[src/rtl/nc_pkg.sv]
// Shared LFSR constants, scheduler state encoding and the LFSR next-state helper.
// Optional feature macro used by the design: LFSR_SEED_LOAD_EN.
package nc_pkg;

    localparam int                LFSR_W       = 13;
    localparam logic [LFSR_W-1:0] LFSR_TAPS    = 13'h1C80;
    localparam logic [LFSR_W-1:0] DEFAULT_SEED = 13'h1ACE;

    typedef enum logic [1:0] {
        IDLE,
        GEN,
        DONE
    } state_e;

    // Shift left, feedback is the XOR of the tapped bits (12,11,10,7).
    function automatic logic [LFSR_W-1:0] lfsr_next(input logic [LFSR_W-1:0] l);
        return {l[LFSR_W-2:0], ^(l & LFSR_TAPS)};
    endfunction

endpackage

[src/rtl/lfsr13_core.sv]
// 13-bit maximal-length Fibonacci LFSR with load, all-zero recovery and a
// wrap pulse one cycle after a step lands the state back on SEED.
// A load of zero is replaced by SEED (used when LFSR_SEED_LOAD_EN is defined).
module lfsr13_core
    import nc_pkg::*;
#(
    parameter logic [LFSR_W-1:0] SEED = DEFAULT_SEED
) (
    input  logic              clk,
    input  logic              rst,
    input  logic              step,
    input  logic              load,
    input  logic [LFSR_W-1:0] load_val,
    output logic [LFSR_W-1:0] state,
    output logic              out_bit,
    output logic              wrap
);

    logic [LFSR_W-1:0] state_q, state_d;
    logic              stepped_q, stepped_d;
    logic              wrap_q, wrap_d;

    // Next state: load beats zero recovery beats stepping; only a real step arms the wrap detector.
    always_comb begin
        state_d   = state_q;
        stepped_d = 1'b0;
        wrap_d    = stepped_q && (state_q == SEED);
        if (load) begin
            state_d = (load_val == '0) ? SEED : load_val;
        end else if (state_q == '0) begin
            state_d = SEED;
        end else if (step) begin
            state_d   = lfsr_next(state_q);
            stepped_d = 1'b1;
        end
    end

    // State register with asynchronous active-low reset back to SEED.
    always_ff @(posedge clk or negedge rst) begin
        if (!rst) begin
            state_q   <= SEED;
            stepped_q <= 1'b0;
            wrap_q    <= 1'b0;
        end else begin
            state_q   <= state_d;
            stepped_q <= stepped_d;
            wrap_q    <= wrap_d;
        end
    end

    assign state   = state_q;
    assign out_bit = state_q[LFSR_W-1];
    assign wrap    = wrap_q;

endmodule

[src/rtl/lfsr_vec_sched.sv]
// Round-robin scheduler sharing one 13-bit LFSR among NREQ requesters; each
// grant collects VEC_W LFSR output bits (first bit ends up as MSB).
// Optional macro LFSR_SEED_LOAD_EN adds seed_load/seed_in (honoured in IDLE only).
module lfsr_vec_sched
    import nc_pkg::*;
#(
    parameter int                NREQ  = 2,
    parameter int                VEC_W = 16,
    parameter logic [LFSR_W-1:0] SEED  = DEFAULT_SEED
) (
    input  logic              clk,
    input  logic              rst,
    input  logic [NREQ-1:0]   req,
`ifdef LFSR_SEED_LOAD_EN
    input  logic              seed_load,
    input  logic [LFSR_W-1:0] seed_in,
`endif
    output logic [NREQ-1:0]   gnt,
    output logic [VEC_W-1:0]  vec,
    output logic              vec_valid,
    output logic [LFSR_W-1:0] lfsr,
    output logic              lfsr_done
);

    localparam int PTR_W = $clog2(NREQ);
    localparam int CNT_W = $clog2(VEC_W);

    state_e            state_q, state_d;
    logic [NREQ-1:0]   gnt_q, gnt_d;
    logic [VEC_W-1:0]  vec_q, vec_d;
    logic [CNT_W-1:0]  cnt_q, cnt_d;
    logic [PTR_W-1:0]  rr_q, rr_d;
    logic [PTR_W-1:0]  owner_q, owner_d;

    logic [PTR_W-1:0]  win_idx;
    logic              win_found;
    int unsigned       idx;

    logic              step;
    logic              load;
    logic [LFSR_W-1:0] load_val;
    logic              out_bit;

`ifdef LFSR_SEED_LOAD_EN
    assign load     = seed_load && (state_q == IDLE);
    assign load_val = seed_in;
`else
    assign load     = 1'b0;
    assign load_val = SEED;
`endif

    lfsr13_core #(
        .SEED (SEED)
    ) u_lfsr (
        .clk      (clk),
        .rst      (rst),
        .step     (step),
        .load     (load),
        .load_val (load_val),
        .state    (lfsr),
        .out_bit  (out_bit),
        .wrap     (lfsr_done)
    );

    // Round-robin pick: first set request at or after rr_q, wrapping.
    always_comb begin
        win_found = 1'b0;
        win_idx   = '0;
        idx       = 0;
        for (int unsigned k = 0; k < unsigned'(NREQ); k++) begin
            idx = (32'(rr_q) + k) % unsigned'(NREQ);
            if (!win_found && req[idx[PTR_W-1:0]]) begin
                win_found = 1'b1;
                win_idx   = idx[PTR_W-1:0];
            end
        end
    end

    // FSM next-state and outputs: IDLE arbitrates, GEN shifts/steps, DONE presents the vector.
    always_comb begin
        state_d   = state_q;
        gnt_d     = gnt_q;
        vec_d     = vec_q;
        cnt_d     = cnt_q;
        rr_d      = rr_q;
        owner_d   = owner_q;
        step      = 1'b0;
        vec_valid = 1'b0;
        case (state_q)
            IDLE: begin
                if (win_found) begin
                    owner_d        = win_idx;
                    gnt_d          = '0;
                    gnt_d[win_idx] = 1'b1;
                    cnt_d          = '0;
                    state_d        = GEN;
                end
            end
            GEN: begin
                vec_d = {vec_q[VEC_W-2:0], out_bit};
                step  = 1'b1;
                cnt_d = cnt_q + CNT_W'(1);
                if (cnt_q == CNT_W'(VEC_W - 1)) begin
                    state_d = DONE;
                end
            end
            DONE: begin
                vec_valid = 1'b1;
                rr_d      = (owner_q == PTR_W'(NREQ - 1)) ? '0 : owner_q + PTR_W'(1);
                gnt_d     = '0;
                state_d   = IDLE;
            end
            default: begin
                state_d = IDLE;
                gnt_d   = '0;
            end
        endcase
    end

    // Scheduler registers; reset aborts any transaction in flight.
    always_ff @(posedge clk or negedge rst) begin
        if (!rst) begin
            state_q <= IDLE;
            gnt_q   <= '0;
            vec_q   <= '0;
            cnt_q   <= '0;
            rr_q    <= '0;
            owner_q <= '0;
        end else begin
            state_q <= state_d;
            gnt_q   <= gnt_d;
            vec_q   <= vec_d;
            cnt_q   <= cnt_d;
            rr_q    <= rr_d;
            owner_q <= owner_d;
        end
    end

    assign gnt = gnt_q;
    assign vec = vec_q;

endmodule

[config.mk]
export PLATFORM = sky130hd
export DESIGN_NAME = lfsr_vec_sched
export DESIGN_NICKNAME = d
export VERILOG_FILES = /design/src/rtl/nc_pkg.sv /design/src/rtl/lfsr13_core.sv /design/src/rtl/lfsr_vec_sched.sv
export SDC_FILE = /design/constraint.sdc
export NUM_CORES = 1
export LEC_CHECK = 0
export ABC_CLOCK_PERIOD_IN_PS = 3200
export CAP_MARGIN = 20
export CORE_MARGIN = 2
export CORE_UTILIZATION = 40
export DETAILED_ROUTE_END_ITERATION = 10
export PLACE_DENSITY = 0.69
export SYNTH_ARGS = -nofsm -noshare
export SYNTH_HDL_FRONTEND = slang
export SYNTH_SLANG_ARGS = --single-unit
export TNS_END_PERCENT = 5
[constraint.sdc]
create_clock -name clk -period 3.2 [get_ports clk]
set_input_delay 0.48 -clock clk [delete_from_list [all_inputs] [get_ports clk]]
set_output_delay 0.48 -clock clk [all_outputs]
set_load 0.05 [all_outputs]
Yosys cells after proc, flatten, opt, wreduce, memory -nomap -nowiden. Index checks and enable logic that the tools add are counted.

Mux-type cells: 24. Magnitude comparators: 4. Reduce and logical (&&, ||, !) cells: 13. Equal/unequal tests: 6. $add $sub $neg: 3. Bitwise gates (word level): 1.

Operator list (count): $mux W13 (2); $mux W1 (14); $eq A13 B13 Y1 const B (1); $logic_not A13 Y1 (1); $reduce_xor A13 Y1 (1); $pmux W2 S2 (2); $pmux W4 S2 (1); $reduce_and A2 Y1 (4); $lt A1 B2 Y1 const B (3); $mux W2 (3); $add A4 B1 Y4 const B (1); $eq A4 B4 Y1 const B (1); $mux W4 (1); $ne A2 B2 Y1 const B (2); $reduce_bool A2 Y1 (2); $logic_and A1 B1 Y1 (3); $add A1 B1 Y1 const B (2); $eq A2 B1 Y1 const B (1); $eq A2 B2 Y1 const B (1); $logic_not A2 Y1 (1); $demux W1 S1 (1); $ge A1 B1 Y1 const B (1); $logic_not A1 Y1 (1); $not A1 Y1 (1).

Bits in registers: 41. Word-level logic and storage cells: 60. Output and inout port bits: 33. Input bits: 4.

Depth between registers and ports, before layout.
Word-level depth: 12. Depth in mapped cells: 6. Depth with buffers taken out: 5.

By module. Synthesis repeated with hierarchy kept, for this count alone.

Cell total of the unflattened synthesis: 160. Area total of the unflattened synthesis: 1999.4 µm².

By module, submodules not included: lfsr_vec_sched (times used 1, seq. area each 650.6 µm², area each 1149.9 µm², cells each 77); lfsr13_core (times used 1, seq. area each 385.4 µm², area each 849.6 µm², cells each 83).

Worst setup path before layout. Ideal clock, no wire load.

Kind: flip-flop to output port. From: register state_q[1]. To: output vec_valid. Cell stages (with the launch flop): 3. Path buffers: 1. Slack: 1441 ps. Data arrival time: 1279 ps. Data required time: 2720 ps. Path through: dfrtp_1 -> buf_2 -> nor2b_1.

Cells in the longest elaborated chain, start to end: 2.

RTL lines: from (decl) (RTL line lfsr_vec_sched.sv:28) `state_e state_q, state_d;`; from (signal assigned) (RTL line lfsr_vec_sched.sv:130) `state_q <= state_d;`; $eq A2 B2 Y1 (RTL line lfsr_vec_sched.sv:89) `case (state_q)`; $mux W1 (RTL line lfsr_vec_sched.sv:89); to (decl) (RTL line lfsr_vec_sched.sv:20) `output logic vec_valid,`.

Every way passes these cells.

Worst setup path after layout. Ends and elaborated chain as after synthesis.

==> metrics list <==
- For this run, the post-layout net count is 224.
- Antenna cells: 0
- Area of the core: 4324 µm²
- Synthesized instance count: 182
- Port buffering added 36 buffers.
- After detailed routing, the number of vias per cell comes to 4.933.
* Clock slew seen by the registers of the worst setup and hold paths: 0.07 ns
- After filler insertion, the fill cell instance count of the layout stands at 402.
* Via count of the routed design: 1,332
- Along the worst path, the maximum fanout reaches 11.
- Critical Path End Type: output port
- Synthesis inferred 41 register bits.
* Height of the die: 71.00 µm
* Number of hold violations in the final report: 0
* Count of final max-slew check failures: 0
- Crit path time final: 2.358 ns
- The post-route netlist has 11.01% of its cells at a drive strength greater than 1.
- Summed over all layers, the routed wires come to 3546 µm.
- Max Clock Freq: 0.4241 GHz
- Post-Route Skew: 0.002764 ns
- STA puts the critical path data required time at 2.72 ns.
- The floorplan has 24 rows.
- I/O pin cnt: 37
- CTS tree: built
- Gates resized during post-CTS repair numbered 0.
- Remaining antenna violation count: 0
- Iter 0 DRT Violations: 97
* Post-Route Setup TNS: 0 ns
- For this configuration, the core starts out at a cell density of 41.52%.
* Wire per inst: 13.13 µm
* H-tree depth reported by CTS: 2
- The die covers 5040 µm².
- Dividing the final minimum period by the clock period gives 73.69%.
- Flip-flop and latch area: 1036 µm²
- Path type of the worst min-delay path: in2async
- Summing every instance area after synthesis gives 1795 µm².
- Global-route wire length before repair: 6161 µm
- Maximum number of pins on one net before global-route repair: 42
- The worst pin sits at a relative slew slack of 41.80%.
- Setup repair after global routing left no endpoint under its margin.
* Outcome: completed
- Synth unique cells: 34
* Type of the worst setup path: reg2out
* Antenna violations before repair: 0
- Post-synth EDFFs: 0
* Number of global-route vias before repair: 1,299
* Post-detailed-placement half-perimeter wirelength: 2376 µm
* Remaining design rule violation count: 0
* Worst endpoint data arrival time: 1.88 ns
* DP Cell Count: 262
* Most frequent standard cell in the layout excluding fill and tap cells: nand2_1
* Max Cap Viol: 0
* First-pass detailed-route iteration total: 4
- Most used cells in the layout excluding fill and tap cells: nand2_1 (75), clkdlybuf4s50_1 (35), dfrtp_1 (33), nand3_1 (8), dfstp_2 (8)
- Area overhead of the layout relative to synthesis: 25.78%
- Maximum root-to-sink buffer count: 2
- Width of the die: 71.00 µm
- Root Buffer: clkbuf_8
- Counting the buffers created by CTS gives 5.
- Post-synth ARST share: 100.0%
- Count of yosys warnings during synthesis: 0
- STA classifies the critical path startpoint as a flip-flop.
* Sequential element share of the synthesized area: 57.70%
* Clock insertion delay at the later pin of the skew report: 0.29 ns
* Final setup violating endpoints: 0
- After clock tree synthesis, the setup repair step added 0 buffers.
- At the end of routability-driven placement, the weighted congestion stood at 0.7507.
- Total gr overflow: 0
- Most used flip-flop cell after synthesis: dfrtp_1
- Total track usage: 15.53%
* Slew @ Worst Pin: 0.8731 ns
- Excluding fillers, the count of instances in the completed layout stands at 270.
- Synthesized netlist net count: 189
* Number of sinks driven by the clock tree: 41
- Summing all multi-input logic gate instances after layout gives 696.9 µm².
* Mean area per synthesized cell: 9.865 µm²
* Hold-fix buffers at CTS: 0
## cells by family after synthesis
logic type,after synthesis,synth area share (%)
buffers and inverters,12,3.484
AOI/OAI and AO/OA,18,7.039
DFF,41,57.70
and+or+nand+nor,106,28.71
adders and majority gates,3,2.091
xor gates and xnor gates,2,0.9758
## layout make-up
| type | count | share of cell area (%) |
|---|---|---|
| flip-flops and latches | 41 | 45.87 |
| multi-input cells | 129 | 30.86 |
| repair buffers | 38 | 16.40 |
| clock buffers | 6 | 3.213 |
| well taps | 52 | 2.881 |
| clock inverters | 2 | 0.4432 |
| inverters | 2 | 0.3324 |
## stage by stage
stage	hold slack, ns	area (µm²)	utilization (%)	setup slack (ns)
after CTS	0.3480	2258	52.23	0.8282
after global routing	0.3876	2258	52.23	0.7454
final	0.3080	2258	52.23	0.8420
after floorplan	0.1844	1795	-	1.441
after global placement	0.4341	2176	50.32	1.162
after detailed placement	0.4469	2176	50.32	1.151
## worst max-delay path, stage by stage, from the launching register on
cell	delay, ns
dfrtp_1	0.52
nor2b_1	0.24
clkdlybuf4s50_1	0.83
## metal layers
layer / GRT usage, % / routed length, µm / share of wire [%]
met5: 0 / 0 / 0
met4: 6.918 / 69 / 1.9
met3: 3.419 / 180 / 5.1
met2: 22.85 / 1576 / 44
met1: 22.12 / 1721 / 49
## state kept, by name, summed over array words and instances (netlist names)
| name | flops |
|---|---|
| u_lfsr.state | 13 |
| state_q | 2 |
| cnt_q | 4 |
| gnt | 2 |
| owner_q | 1 |
| vec | 16 |
| u_lfsr.wrap | 1 |
| u_lfsr.stepped_q | 1 |
| rr_q | 1 |
## cell usage after synthesis (2+ instances only)
cell,instances,share of area (%)
nand2_1,75,16
dfrtp_1,33,46
buf_2,8,2.2
dfstp_2,8,12
nand3_1,8,2.2
nor2_1,4,0.84
a21oi_1,3,0.84
a22o_1,3,1.5
ha_1,3,2.1
nor3_1,3,0.84
o21ai_0,3,0.84
buf_4,2,0.84
inv_1,2,0.42
nand2b_1,2,0.70
nand4_1,2,0.70
nor2b_1,2,0.70
nor4_4,2,2.4
o211ai_1,2,0.84
xnor2_1,2,0.98
## path summary, 6_finish.rpt
path,startpoint,endpoint,slack [ns],cells past startpoint
worst max register to register,state_q[0],vec[10],1.49,4
min in group clk,owner_q,rr_q,0.46,1
worst max-delay path,state_q[1],vec_valid,0.84,2
worst min register to register,owner_q,rr_q,0.46,1
max in group asynchronous,rst,u_lfsr.state[10],2.35,1
worst min-delay path,rst,vec[15],0.31,1
Power is left out: the tool's default activity adds up to more than one toggle a clock period on the data nets, which glitch-free logic cannot reach.
